## src/rtl/pwm_generator.sv

```systemverilog
// PWM generator: prescaled period counter compared against a per-period latched duty value.
// Duty and prescaler select reload only at period boundaries, so each period is glitch-free.
module pwm_generator #(
  parameter int WORD_LENGTH = 8,
  parameter int FREQ_LENGTH = 2
) (
  input  logic                   clk,
  input  logic                   reset,
  input  logic                   start,
  input  logic [WORD_LENGTH-1:0] dutyCycle,
  input  logic [FREQ_LENGTH-1:0] frequency,
  output logic                   pwm_output
);

  // Prescaler must reach 2^(2^FREQ_LENGTH - 1) - 1 for the largest select code.
  localparam int PRE_W = (1 << FREQ_LENGTH) - 1;

  typedef enum logic {IDLE, RUN} state_t;

  state_t                 state, state_nxt;
  logic [PRE_W-1:0]       pre;
  logic [WORD_LENGTH-1:0] cnt;
  logic [WORD_LENGTH-1:0] duty_q;
  logic [FREQ_LENGTH-1:0] freq_q;
  logic                   tick;

  // Terminal prescaler value D-1 = 2^f - 1, i.e. the low f bits set.
  function automatic logic [PRE_W-1:0] pre_terminal(input logic [FREQ_LENGTH-1:0] f);
    logic [PRE_W-1:0] t;
    for (int i = 0; i < PRE_W; i++) begin
      t[i] = (i < int'(f));
    end
    return t;
  endfunction

  always_ff @(posedge clk or negedge reset) begin
    if (!reset) state <= IDLE;
    else        state <= state_nxt;
  end

  always_comb begin
    state_nxt = state;
    case (state)
      IDLE:    if (start)  state_nxt = RUN;
      RUN:     if (!start) state_nxt = IDLE;
      default: state_nxt = IDLE;
    endcase
  end

  assign tick = (state == RUN) && (pre == pre_terminal(freq_q));

  always_ff @(posedge clk or negedge reset) begin
    if (!reset) begin
      pre    <= '0;
      cnt    <= '0;
      duty_q <= '0;
      freq_q <= '0;
    end else begin
      case (state)
        IDLE: begin
          if (start) begin
            pre    <= '0;
            cnt    <= '0;
            duty_q <= dutyCycle;
            freq_q <= frequency;
          end
        end
        RUN: begin
          if (!start) begin
            pre <= '0;
            cnt <= '0;
          end else if (tick) begin
            pre <= '0;
            cnt <= cnt + 1'b1;
            // Counter wraps to 0 on this tick: next period takes fresh settings.
            if (cnt == {WORD_LENGTH{1'b1}}) begin
              duty_q <= dutyCycle;
              freq_q <= frequency;
            end
          end else begin
            pre <= pre + 1'b1;
          end
        end
        default: begin
          pre <= '0;
          cnt <= '0;
        end
      endcase
    end
  end

  assign pwm_output = (state == RUN) && (cnt < duty_q);

endmodule

```

## config.mk

```make
export PLATFORM = sky130hd
export DESIGN_NAME = pwm_generator
export DESIGN_NICKNAME = d
export VERILOG_FILES = /design/src/rtl/pwm_generator.sv
export SDC_FILE = /design/constraint.sdc
export NUM_CORES = 1
export LEC_CHECK = 0
export CORE_AREA = 2 2 55 57
export CTS_CLUSTER_DIAMETER = 50
export DETAILED_ROUTE_END_ITERATION = 8
export DIE_AREA = 0 0 57 59
export PLACE_DENSITY = 0.76
export SYNTH_ARGS = -nofsm -noshare
export SYNTH_HDL_FRONTEND = slang
export SYNTH_SLANG_ARGS = --single-unit
```

## constraint.sdc

```tcl
create_clock -name clk -period 2.43 [get_ports clk]
set_input_delay 0.6075 -clock clk [delete_from_list [all_inputs] [get_ports clk]]
set_output_delay 0.6075 -clock clk [all_outputs]
set_load 0.01 [all_outputs]
```

==> results.toml, run 1 <==
[cts]
cts.sinks = 22
postCtsSetupBuffers = 0
cts_tree = "done"
cts_root_buffer = "clkbuf_4"
clk_pin_slew_ns = 0.11
cts_made_buffers = 3
clk_latency_ns = 0.32
clockBufferDepth = 2
h-tree-depth = 1

[route]
first_iter_violations = 51
wl_met2_um = 1380
post_drt_via_cell_ratio = 5.85
antenna_left = 0
post_drt_wl_per_cell_um = 15.7
drt_pass1_iterations = 4
routed_wl_um = 2660
drt-met1-wl_um = 1100
drcViolationCount = 0
routed.top_layer = "met4"
via_count = 994
wl_met3_um = 119

[power]
ir_worst_vdd_uv = 496
power.internal_mw = 0.590
p_sw_share_pct = 27.2
clockPowerShare_pct = 25.7
netSwitchingPower_mw = 0.220
seq_power_share_pct = 52.3
p_per_area_mw_per_mm2 = 515
pwr-share-comb_pct = 22.1
total_leakage_power_nw = 0.784

[synthesis]
synth_area_mm2 = 0.00132
ys_types = 36
syn_nets = 138
synth-seq-cells = 22
synth.largest_area_cell = "dfrtp_1"
synthCells = 116
synth_top_area_share_pct = 41.9
yosys_warnings = 0
syn_avg_cell_area_um2 = 11.3
synth_area_leaders = "dfrtp_1 42%, mux2_4 11%, ha_1 8.6%"
ys_seq_area_share_pct = 41.9

[global_routing]
grt_max_degree = 23
grt-ovfl-total = 0
grtUsageTotal_pct = 17.1
grt_pass1_vias = 958
antenna_found_initial = 0
grt_pass1_wl_um = 4360

[sta]
relSlewSlack_pct = 81.9
fin_tns_setup_ns = 0
tightestPinTransition_ns = 0.266
max_freq_mhz = 430
drv_slew = 0
post-route-min-period_ns = 2.33
rsz0062_at_grt = "false"
hold_ws_ns = 0.523
setup_viol = 0
clock_skew_ns = 0.00733
post-route-period-util_pct = 95.8
hold_viol = 0

[flow_run]
cap_violations = 0

[final_layout]
final_common_cell = "dfrtp_1"
antenna_cells = 0
utilization_pct = 58.0
most-common-layout-cells = "22 x dfrtp_1, 12 x clkdlybuf4s50_1, 10 x inv_1, 10 x mux2_4, 9 x buf_4"
area_growth_pct = 19.6
fin_nets = 162
drive_above_1_share_pct = 25.9
finalInstanceArea_mm2 = 0.00157

[floorplanning]
die-height_um = 59
die_x_um = 57
fp.coreArea_mm2 = 0.00271
io_pins = 14
die-area_mm2 = 0.00336
initial_core_util_pct = 48.5
row_count = 19

[placed_design]
routabilityCongestion = 0.754
hpwlAfterDp_um = 1940
io_buffers = 13
placed_area_mm2 = 0.00153

[setup_path]
max_stage_delay_ns = 0.40
path_cells = "ha_1 -> a21o_1 -> a21oi_2 -> o21ai_1 -> a31oi_1 -> buf_2"
criticalPathCategory = "reg -> out"
cp_max_fo = 2
arrival_ns = 1.72
end_kind = "primary output"
cp-start-kind = "flip-flop"
required_ns = 1.82
cp_slowest_cell = "dfrtp_1"

[run_status]
status = "complete, no violations"

[hold_path]
hp-class = "reg -> reg"
## through the flow
stage / instances / setup slack (ns) / total power, mW
after global routing: 170 / 0.00753 / 0.852
after detailed placement: 166 / -0.0119 / 0.604
after floorplan: 116 / 0.507 / 0.545
after CTS: 170 / 0.0447 / 0.812
final: 170 / 0.102 / 0.810
after global placement: 166 / 0.0653 / 0.594
## kinds of logic after synthesis
family	after synthesis	share of synthesized area, %
compound gates	23	14.0
xor+xnor	3	2.00
fa+ha+maj	9	8.56
buf+inv	13	4.85
flops	22	41.9
mux	12	14.0
simple gates	34	14.7
## synth_stat cells, drive strengths merged
cell type / instances
o32ai: 2
nand3b: 1
nor3b: 3
a22o: 1
nand3: 5
or2: 1
a211o: 4
mux2: 11
a21boi: 1
a31oi: 1
o21ai: 2
and3: 4
mux2i: 1
nand2: 7
a21oi: 4
nor3: 4
or3: 1
inv: 10
nor2: 3
nand2b: 3
a221o: 1
xnor2: 1
buf: 3
xor2: 2
dfrtp: 22
ha: 9
o211ai: 2
o22ai: 1
and4: 1
a21o: 4
nand4: 1
## state kept, by name, summed over array words and instances (netlist names)
name and cells:
cnt 8, duty_q 8, pre 3, freq_q 2, state 1
## final timing paths
path	start	end	slack, ns	cells past startpoint
min reg2reg	duty_q[4]	duty_q[4]	0.52	1
min	duty_q[4]	duty_q[4]	0.52	1
min in group asynchronous	reset	pre[0]	0.61	2
max	cnt[1]	pwm_output	0.10	6
max in group asynchronous	reset	duty_q[3]	1.59	2
max reg2reg	cnt[1]	duty_q[3]	0.50	8
## per-layer routing
| metal | up-vias | track usage (%) |
|---|---|---|
| li1 | 469 | - |
| met3 | 6 | 5.02 |
| met2 | 30 | 29.7 |
| met1 | 489 | 19.9 |
| met5 | - | 0 |
| met4 | 0 | 6.98 |
## final cells by class
cell class / count / area, um^2
fillers: 236 / 1140
clock buffers: 4 / 36.3
flip-flops and latches: 22 / 551
inverters: 10 / 37.5
repair buffers: 22 / 193
multi-input cells: 81 / 717
well taps: 31 / 38.8
## repair_timing
action,CTS,global route
gates resized for setup,5,2
hold buffers,0,0
endpoints found under the setup margin,1,1
## worst max-delay path, delay by kind of cell (launching register included)
| kind | cells | cell delay [ns] |
|---|---|---|
| AO/OA/AOI/OAI | 4 | 0.55 |
| flip-flops | 1 | 0.40 |
| buffers and inverters | 1 | 0.15 |
| adder cells (fa/ha/maj) | 1 | 0.29 |
## power groups by stage
stage / Clock, mW / Combinational [mW] / Sequential, mW
floorplan: 0 / 0.124 / 0.422
global placement: 0 / 0.167 / 0.427
detailed placement: 0 / 0.175 / 0.430
CTS: 0.214 / 0.175 / 0.423
global route: 0.231 / 0.195 / 0.427
finish: 0.208 / 0.179 / 0.423
(Power assumes the default switching activity.)
==> run 2, diff against run 1 <==
--- a/config.mk
+++ b/config.mk
@@ -5,6 +5,7 @@
 export SDC_FILE = /design/constraint.sdc
 export NUM_CORES = 1
 export LEC_CHECK = 0
+export CAP_MARGIN = 25
 export CORE_AREA = 2 2 55 57
 export CTS_CLUSTER_DIAMETER = 50
 export DETAILED_ROUTE_END_ITERATION = 8
==> results of run 2 <==
Same layout as run 1: the final DEF is identical, and so are final timing and power.
